$ cat src/rtl/mire_pkg.sv
// Shared types and helpers for the frame-buffer grid-pattern (mire) writer.
// Holds the FSM state encoding, the two pattern colours and the pixel function.
package mire_pkg;

  typedef enum logic [1:0] {
    IDLE  = 2'd0,
    WRITE = 2'd1,
    PAUSE = 2'd2,
    DONE  = 2'd3
  } state_e;

  localparam logic [31:0] WHITE = 32'h00FF_FFFF;
  localparam logic [31:0] BLACK = 32'h0000_0000;

  // Grid lines fall on every multiple of grid; grid is a power of two, so a mask suffices.
  function automatic logic [31:0] pixel_colour(input logic [31:0] x,
                                               input logic [31:0] y,
                                               input logic [31:0] grid);
    logic [31:0] mask;
    mask = grid - 32'd1;
    return (((x & mask) == 32'd0) || ((y & mask) == 32'd0)) ? WHITE : BLACK;
  endfunction

endpackage

$ cat src/rtl/mire_writer.sv
// Wishbone master that fills the frame buffer with a grid test pattern, one
// 32-bit word per pixel, releasing cyc for one cycle every BURST accepted writes.
module mire_writer
  import mire_pkg::*;
#(
  parameter int HDISP = 800,
  parameter int VDISP = 480,
  parameter int GRID  = 16,
  parameter int BURST = 64
) (
  input  logic        wshb_clk,
  input  logic        wshb_rst_n,
  input  logic        start,
  input  logic        continuous,
  output logic        busy,
  output logic        frame_done,
  output logic        wshb_cyc,
  output logic        wshb_stb,
  output logic        wshb_we,
  output logic [31:0] wshb_adr,
  output logic [31:0] wshb_dat_ms,
  output logic [3:0]  wshb_sel,
  output logic [2:0]  wshb_cti,
  output logic [1:0]  wshb_bte,
  input  logic        wshb_ack
);

  localparam int XW = (HDISP > 1) ? $clog2(HDISP) : 1;
  localparam int YW = (VDISP > 1) ? $clog2(VDISP) : 1;
  localparam int BW = $clog2(BURST + 1);

  localparam logic [XW-1:0] X_LAST = XW'(HDISP - 1);
  localparam logic [YW-1:0] Y_LAST = YW'(VDISP - 1);
  localparam logic [BW-1:0] B_LAST = BW'(BURST - 1);

  state_e        state, state_nx;
  logic [XW-1:0] x;
  logic [YW-1:0] y;
  logic [31:0]   adr;
  logic [BW-1:0] burst;

  logic accept;
  logic last_px;
  logic burst_full;

  // ack outside WRITE has no stb behind it and is ignored.
  assign accept     = (state == WRITE) && wshb_ack;
  assign last_px    = (x == X_LAST) && (y == Y_LAST);
  assign burst_full = (burst == B_LAST);

  // NOTE: every output of a combinational block gets a default before the case,
  // otherwise an unlisted path holds its old value and a latch is inferred.
  always_comb begin
    state_nx = state;
    case (state)
      IDLE:  if (start || continuous) state_nx = WRITE;
      WRITE: begin
        if (accept) begin
          if (last_px)         state_nx = DONE;
          else if (burst_full) state_nx = PAUSE;
        end
      end
      PAUSE: state_nx = WRITE;
      DONE:  state_nx = continuous ? WRITE : IDLE;
      default: state_nx = IDLE;
    endcase
  end

  // NOTE: registered state uses non-blocking assignments so every flop samples
  // the pre-edge values, independent of statement order inside the block.
  always_ff @(posedge wshb_clk or negedge wshb_rst_n) begin
    if (!wshb_rst_n) begin
      state <= IDLE;
      x     <= '0;
      y     <= '0;
      adr   <= '0;
      burst <= '0;
    end else begin
      state <= state_nx;
      case (state)
        WRITE: begin
          if (accept) begin
            if (last_px) begin
              // The address never runs past the last pixel; the next frame starts at 0.
              x     <= '0;
              y     <= '0;
              adr   <= '0;
              burst <= '0;
            end else begin
              adr <= adr + 32'd4;
              if (x == X_LAST) begin
                x <= '0;
                y <= y + 1'b1;
              end else begin
                x <= x + 1'b1;
              end
              burst <= burst_full ? '0 : burst + 1'b1;
            end
          end
        end
        IDLE, DONE: begin
          x     <= '0;
          y     <= '0;
          adr   <= '0;
          burst <= '0;
        end
        default: ;
      endcase
    end
  end

  assign busy        = (state != IDLE);
  assign frame_done  = (state == DONE);
  assign wshb_cyc    = (state == WRITE);
  assign wshb_stb    = (state == WRITE);
  assign wshb_we     = (state == WRITE);
  assign wshb_adr    = adr;
  assign wshb_dat_ms = (state == WRITE) ? pixel_colour(32'(x), 32'(y), 32'(GRID)) : BLACK;
  assign wshb_sel    = 4'hF;
  assign wshb_cti    = 3'b000;
  assign wshb_bte    = 2'b00;

endmodule

$ cat config.mk
export PLATFORM = sky130hd
export DESIGN_NAME = mire_writer
export DESIGN_NICKNAME = d
export VERILOG_FILES = /design/src/rtl/mire_pkg.sv /design/src/rtl/mire_writer.sv
export SDC_FILE = /design/constraint.sdc
export NUM_CORES = 1
export LEC_CHECK = 0
export CORE_MARGIN = 8
export CORE_UTILIZATION = 58
export CTS_BUF_LIST = sky130_fd_sc_hd__clkbuf_8 sky130_fd_sc_hd__clkbuf_16
export CTS_CLUSTER_DIAMETER = 150
export DETAILED_ROUTE_END_ITERATION = 8
export DONT_BUFFER_PORTS = 1
export PLACE_DENSITY = 0.83
export SYNTH_ARGS = -nofsm -noshare
export SYNTH_HDL_FRONTEND = slang
export SYNTH_SLANG_ARGS = --single-unit
export TNS_END_PERCENT = 10
$ cat constraint.sdc
create_clock -name wshb_clk -period 2 [get_ports wshb_clk]
set_clock_uncertainty 0.1 [all_clocks]
set_input_delay 0.2 -clock wshb_clk [delete_from_list [all_inputs] [get_ports wshb_clk]]
set_output_delay 0.2 -clock wshb_clk [all_outputs]
set_load 0.03 [all_outputs]
Word level (Yosys, flattened, before mapping)
Cells that the tools add are included.
Word-level totals
  flip-flop bits (word level): 60
  latch bits: 0
  memory bits (writable): 0
  ROM bits: 0
  logic and storage cells: 55
  memories: 0
Operators by class
  add/subtract/negate cells: 4
  $mul: 0
  div/mod/pow operators: 0
  order comparisons: 0
  equal/unequal tests: 10
  shifts and indexed selects: 0
  multiplexer cells: 23
  bitwise gates (word level): 0
  reductions and logical operators: 13
Operator list (number)
  $logic_not A32 Y1: 2
  $mux W32: 2
  $pmux W32 S2: 1
  $mux W24: 2
  $add A32 B3 Y32 const B: 1
  $mux W10: 3
  $mux W9: 3
  $mux W7: 3
  $pmux W10 S2: 1
  $pmux W9 S2: 1
  $pmux W7 S2: 1
  $add A10 B1 Y10 const B: 1
  $eq A10 B10 Y1 const B: 1
  $add A9 B1 Y9 const B: 1
  $eq A9 B9 Y1 const B: 1
  $mux W2: 4
  $pmux W2 S4: 1
  $add A7 B1 Y7 const B: 1
  $eq A7 B6 Y1 const B: 1
  $ne A3 B1 Y1 const B: 2
  $reduce_and A3 Y1: 2
  $eq A2 B2 Y1 const B: 2
  $reduce_bool A2 Y1: 2
  $eq A2 B1 Y1 const B: 1
  other kinds (8): 10

Depth between registers and ports, before layout
Gate-level depths: netlist of run 1.
  depth after elaboration: 5
  depth in mapped cells: 8
  depth with buffers taken out: 7

Least setup slack after synthesis of run 1
Ideal clock, no wire load.
  path type: reg-to-output
  from: register state[1]
  to: output port wshb_dat_ms[10]
  arrival: 2.563 ns
  required time: 1.700 ns
  path slack: -0.863 ns
  cell stages (with the launch flop): 5
  path buffers: 1
  path through: dfrtp_1 inv_1 ha_1 nor2b_1 buf_4
Between the ends
  longest elaborated chain between the ends: 2
Ends and longest elaborated chain
  start, declared: line mire_writer.sv:36  | state_e state, state_nx;
  start signal, assigned: line mire_writer.sv:79  | state <= state_nx;
  $eq A2 B1 Y1
  via wshb_cyc: line mire_writer.sv:17  | output logic wshb_cyc,
  $mux W24: line mire_writer.sv:118  | assign wshb_dat_ms = (state == WRITE) ? pixel_colour(32'(x), 32'(y), 32'(GRID)) : BLACK;
  end, declared: line mire_writer.sv:21  | output logic [31:0] wshb_dat_ms,
The timed path passes the listed nets, and every way through them passes these cells.

Final worst setup path of run 1
  from: register x[1]
  to: output port wshb_dat_ms[18]
Between the ends
  longest elaborated chain between the ends: 4
Ends and longest elaborated chain
  start, declared: line mire_writer.sv:37  | logic [XW-1:0] x;
  start signal, assigned: line mire_writer.sv:95  | x <= x + 1'b1;
  $logic_not A32 Y1: line mire_pkg.sv:21  | return (((x & mask) == 32'd0) || ((y & mask) == 32'd0)) ? WHITE : BLACK;
  $logic_or A1 B1 Y1: line mire_pkg.sv:21
  $mux W24: line mire_pkg.sv:21
  $mux W24: line mire_writer.sv:118
Every way passes these cells.

==> reports/qor.txt, run 1 <==
ys flop type -> dfrtp_1
chip width -> 94.5 microns
main area contributors after synthesis -> dfrtp_1, buf_4, xor2_1
placed inst area -> 3960 sq um
Max Cap Violations -> 0
die area -> 8920 sq um
RR Startpoint -> x[0]$_DFFE_PN0P_
Hold Slack -> 0.0477 ns
first-pass GRT wire length -> 14600 microns
final cycle utilization of the critical path -> 109%
register area share after synthesis -> 40.7%
pins over their slew limit -> 0
failing checks -> negative setup slack
DRC Markers -> 0
Post-Layout Inst Area -> 4350 sq um
critical path data required time -> 1.70 ns
placed cells -> 494
share of post-route cells with drive strength above 1 -> 27.4%
post-route antenna net violation count -> 0
# clock sinks -> 58
Initial Utilization -> 60.3%
Die H -> 94.5 microns
r2r endpoint -> burst[2]$_DFFE_PN0P_
Iter 0 DRT Violations -> 194
RSZ-0062 raised after global routing -> yes
pin count of the biggest net entering global routing -> 59
HPWL after DPL -> 6290 microns
hold endpoint -> state[1]$_DFFE_PN0P_
Worst Hold Path Cells -> 2
initial antenna violation count -> 0
H-tree levels -> 3
Leak Pwr -> 2.06 nW
post-synth top area share -> 40.7%
Synth Cell Area -> 3570 sq um
Max Clock Freq -> 460 MHz
HP Class -> in -> reg
first drt pass iteration count -> 4
Post-synth EDFFs -> 0
vias -> 3056
routability congestion estimate -> 0.892
Core ar. -> 5920 sq um
syn avg cell area -> 9.18 sq um
Unique masters post-synth -> 56
crit path capture type -> primary output
Ys Warns -> 0
Post-Syn Instances -> 389
fin cells -> 516
diode count -> 0
CTS clock-pin slew for the worst setup and hold paths -> 0.07 ns
min-delay src -> start
Layout Utilization -> 73.5%
Area Growth Syn to Fin -> 21.8%
All-Layer GR Usage -> 20.6%
CTS tree -> done
kind of critical path -> reg -> out
latest clock arrival within the worst-skew pair -> 0.34 ns
cts bufs inserted -> 9
Power per Cell Area -> 1370 nW/um^2
vias in the first global route -> 2960
final hold violation count -> 0
Total Wirelength -> 9250 microns
Post-synth ARST share -> 100%
Final Setup Violations -> 21
Worst setup SP type -> flop
WL/cell -> 17.9 microns
dominant cell type by area after synthesis -> dfrtp_1
Synth Register Bits -> 58
R2R cell count -> 8
WP data arrival -> 1.87 ns
Overflow after GRT -> 0
Root Buffer -> clkbuf_8
Min Clock Period, post-route -> 2.17 ns
nets -> 451
Clock Path Buffers -> 2
r2r setup slk -> -0.02 ns
vias per std cell -> 5.92
layout filler cell count -> 412
status -> complete, but fails checks
Worst Path Max Fanout -> 9
IO Pins -> 83
maximum vdd drop -> 2.69 mV
Final WS setup -> -0.174 ns
row cnt -> 28
number of port buffers -> 0
==> layout by cell type (no fill, tap or decap), types with 9 or more instances in the layout <==
| cell type | n |
|---|---|
| conb_1 | 19 |
| xor2_1 | 20 |
| clkbuf_8 | 10 |
| nor2_1 | 36 |
| buf_4 | 58 |
| o21ai_0 | 29 |
| nand4_1 | 20 |
| nand2_1 | 24 |
| nand3_1 | 24 |
| inv_1 | 9 |
| a21oi_1 | 12 |
| and3_1 | 10 |
| dfrtp_1 | 56 |
==> cells by family (layout without fill, tap and decap cells) <==
kind of cell	Yosys count	in the layout	share of synthesized area, %
fa+ha+maj	10	10	3.51
xor+xnor	22	22	5.40
flops	58	58	40.7
compound gates	70	70	12.6
other cells	2	19	0.210
simple gates	161	161	25.7
buf+inv	66	101	11.9
==> critical path, cell delays in order, from the launching register on <==
cell	delay (ns)
dfrtp_1	0.40
buf_6	0.13
inv_4	0.05
ha_4	0.12
a22oi_2	0.06
nor2b_4	0.15
buf_12	0.29
buf_16	0.32
==> synth_stat cells (7+ instances only) <==
library cell and count:
dfrtp_1 58, buf_4 44, nor2_1 36, o21ai_0 29, nand2_1 24, nand3_1 24
nand4_1 20, xor2_1 20, inv_1 13, a21oi_1 12, and3_1 11, ha_1 10
or3_1 8, a21o_1 7
==> layer usage <==
| layer | GRT usage [%] | wire, microns | vias up |
|---|---|---|---|
| met1 | 25.0 | 3700 | 1498 |
| met4 | 7.67 | 151 | 0 |
| met3 | 7.46 | 934 | 16 |
| li1 | - | - | 1417 |
| met5 | 0 | 0 | - |
| met2 | 32.9 | 4470 | 125 |
==> worst max-delay path by stage <==
stage / end / startpoint / cells after the start
after CTS: wshb_dat_ms[18] / x[1]$_DFFE_PN0P_ / 7
after global placement: wshb_adr[20]$_DFFE_PN0P_ / x[0]$_DFFE_PN0P_ / 9
after floorplan: wshb_adr[26]$_DFFE_PN0P_ / wshb_adr[2]$_DFFE_PN0P_ / 6
final: wshb_dat_ms[18] / x[1]$_DFFE_PN0P_ / 7
after global routing: wshb_dat_ms[8] / x[1]$_DFFE_PN0P_ / 7
after detailed placement: wshb_adr[25]$_DFFE_PN0P_ / x[0]$_DFFE_PN0P_ / 9
==> power breakdown <==
group / internal, W / leakage [nW] / total, W / switching [W]
clock network: 0.000726 / 0.113 / 0.00120 / 0.000473
logic: 0.00108 / 1.15 / 0.00331 / 0.00223
registers: 0.00132 / 0.793 / 0.00147 / 0.000146
total: 0.00313 / 2.06 / 0.00598 / 0.00285
==> layout make-up <==
type | count | area, sq um | area share, %
multi-input combinational | 282 | 1860 | 42.7
sequential | 58 | 1450 | 33.4
timing repair buffer | 72 | 676 | 15.5
clock buffer | 10 | 138 | 3.16
tap | 75 | 93.8 | 2.16
clock inverter | 6 | 81.3 | 1.87
inverter | 13 | 51.3 | 1.18
==> metrics by stage <==
step / total power [W] / setup WS, ns / setup TNS (ns)
floorplan: 0.00414 / -0.0265 / -0.0710
global placement: 0.00442 / 0.0405 / 0
detailed placement: 0.00448 / -0.0138 / -0.0298
CTS: 0.00590 / -0.183 / -2.96
global route: 0.00626 / -0.233 / -6.38
finish: 0.00598 / -0.174 / -2.85
==> timing repair <==
item / in CTS / in global routing
resized for setup: 15 / 13
endpoints found under the hold margin: 58 / 0
pin swaps: 6 / 2
endpoints found under the setup margin: 46 / 66
buffers inserted: 3 / 1
hold buffers: 2 / 0
==> flip-flops by register name (all words and copies together) (netlist names) <==
register / count
x: 10
y: 9
burst: 7
wshb_adr: 30
state: 2
(Power assumes the default switching activity.)
==> run 2, diff against run 1 <==
Settings changed: CORE_MARGIN 8 to 3.
==> reports/qor.txt, run 2 (synthesis gave the netlist of run 1 again) <==
Die H -> 84.5 microns
met1 WL -> 3550 microns
nets -> 450
die area -> 7130 sq um
Worst setup SP type -> flop
DRC Markers -> 0
Final Setup Violations -> 54
r2r endpoint -> wshb_adr[13]$_DFFE_PN0P_
chip width -> 84.5 microns
CTS tree -> done
crit path capture type -> primary output
layout filler cell count -> 393
cts bufs inserted -> 9
Reg area -> 1460 sq um
Crit-path slowest cell -> dfrtp_1
critical path data required time -> 1.70 ns
min-delay src -> wshb_ack
# clock sinks -> 58
WL/cell -> 17.5 microns
Min Clock Period, post-route -> 2.22 ns
Max Cap Violations -> 0
diode count -> 0
CTS clock-pin slew for the worst setup and hold paths -> 0.06 ns
vias -> 3147
crit-path max cell delay -> 0.40 ns
RR Startpoint -> y[0]$_DFFE_PN0P_
multi-input combinational cell area -> 1890 sq um
failing checks -> negative setup slack
post-route antenna net violation count -> 0
placed cells -> 489
Core ar. -> 5740 sq um
number of flip-flops under the largest register name -> 30
fin cells -> 512
pins over their slew limit -> 0
pin count of the biggest net entering global routing -> 59
WP data arrival -> 1.92 ns
Initial Utilization -> 62.2%
top routing layer in use -> met4
Area Growth Syn to Fin -> 22.7%
row cnt -> 27
IO Pins -> 83
vias per std cell -> 6.15
Crit path buffers/inverters -> 4
Worst Hold Path Cells -> 3
R2R cell count -> 8
Overflow after GRT -> 0
H-tree levels -> 3
initial antenna violation count -> 0
share of post-route cells with drive strength above 1 -> 29.3%
met2 routed WL -> 4390 microns
first drt pass iteration count -> 5
vias in the first global route -> 3035
Iter 0 DRT Violations -> 269
first-pass GRT wire length -> 14800 microns
final cycle utilization of the critical path -> 111%
Max Clock Freq -> 450 MHz
status -> complete, but fails checks
delay-heaviest family, CP -> buffers and inverters
All-Layer GR Usage -> 25.7%
routed wl met3 -> 809 microns
Worst Path Max Fanout -> 9
HPWL after DPL -> 6100 microns
Total Wirelength -> 8940 microns
Worst-Margin Slew -> 0.552 ns
latest clock arrival within the worst-skew pair -> 0.34 ns
Rel. slew slack -> 62.3%
Final WS setup -> -0.222 ns
hold endpoint -> state[1]$_DFFE_PN0P_
total power -> 0.00612 W
routability congestion estimate -> 0.893
Clock Path Buffers -> 2
r2r setup slk -> -0.12 ns
commonest non-fill, non-tap cell in the layout -> buf_4
final hold violation count -> 0
Cell Chain, Critical Path -> buf_6, inv_4, ha_4, a22oi_2, nor2b_4, buf_12, buf_16
Root Buffer -> clkbuf_8
HP Class -> in -> reg
maximum vdd drop -> 2.51 mV
Power per Cell Area -> 1400 nW/um^2
Leak Pwr -> 2.05 nW
kind of critical path -> reg -> out
number of port buffers -> 0
RSZ-0062 raised after global routing -> yes
Setup TNS Final -> -5.55 ns
most frequent cells in the layout -> buf_4, dfrtp_1, nor2_1, o21ai_0
Hold Slack -> 0.0728 ns
run 2: cell types whose count changed in the layout (fill, tap and decap cells not counted), sizes merged:
cell      previous run  this run
inv                 14        13
bufinv               2         3
clkbuf              10        11
buf                 71        70
clkinvlp             1         0
run 2: final cells by class:
| class | instances | area share (%) |
|---|---|---|
| sequential | 58 | 33.2 |
| tap | 72 | 2.06 |
| clock inverter | 5 | 2.29 |
| multi-input combinational | 282 | 43.1 |
| clock buffer | 11 | 3.46 |
| inverter | 13 | 1.23 |
| timing repair buffer | 71 | 14.7 |
run 2: metrics by stage:
step / setup WS [ns] / util [%] / instance area (sq um)
after global placement: -0.0274 / 68.1 / 3910
after floorplan: -0.0265 / - / 3660
after detailed placement: -0.105 / 68.1 / 3910
final: -0.222 / 76.3 / 4380
after global routing: -0.285 / 76.3 / 4380
after CTS: -0.207 / 75.0 / 4310
run 2: worst min-delay path: stages:
cell and delay, ns:
nand2b_1 0.05, a21oi_1 0.04, o22a_1 0.18
run 2: power by group:
| part | internal (W) | switching, W | total (W) |
|---|---|---|---|
| Combinational | 0.00105 | 0.00222 | 0.00327 |
| Sequential | 0.00132 | 0.000161 | 0.00148 |
| Clock | 0.000891 | 0.000465 | 0.00136 |
| Total | 0.00327 | 0.00285 | 0.00612 |
run 2: how the worst max path moves through the flow:
stage,startpoint,endpoint,slack (ns),cells after the start
detailed placement,state[0]$_DFFE_PN0P_,wshb_adr[7]$_DFFE_PN0P_,-0.10,7
finish,x[1]$_DFFE_PN0P_,wshb_dat_ms[12],-0.22,7
floorplan,wshb_adr[2]$_DFFE_PN0P_,wshb_adr[26]$_DFFE_PN0P_,-0.03,6
global placement,state[0]$_DFFE_PN0P_,wshb_adr[7]$_DFFE_PN0P_,-0.03,7
global route,x[1]$_DFFE_PN0P_,wshb_dat_ms[6],-0.29,7
CTS,x[1]$_DFFE_PN0P_,wshb_dat_ms[12],-0.21,7
run 2: repair_timing:
item                                    CTS  global route
pin swaps                                 4             2
hold buffers                              2             0
endpoints found under the setup margin   49            71
cloned                                    0             0
gates resized for setup                  20            19
setup buffers                             4             1
endpoints found under the hold margin    58             0
run 2: per-layer routing:
| metal | up-vias | global-route usage (%) |
|---|---|---|
| li1 | 1419 | - |
| met1 | 1541 | 32.6 |
| met2 | 163 | 42.8 |
| met3 | 24 | 8.24 |
| met4 | 0 | 6.62 |
| met5 | - | 0 |
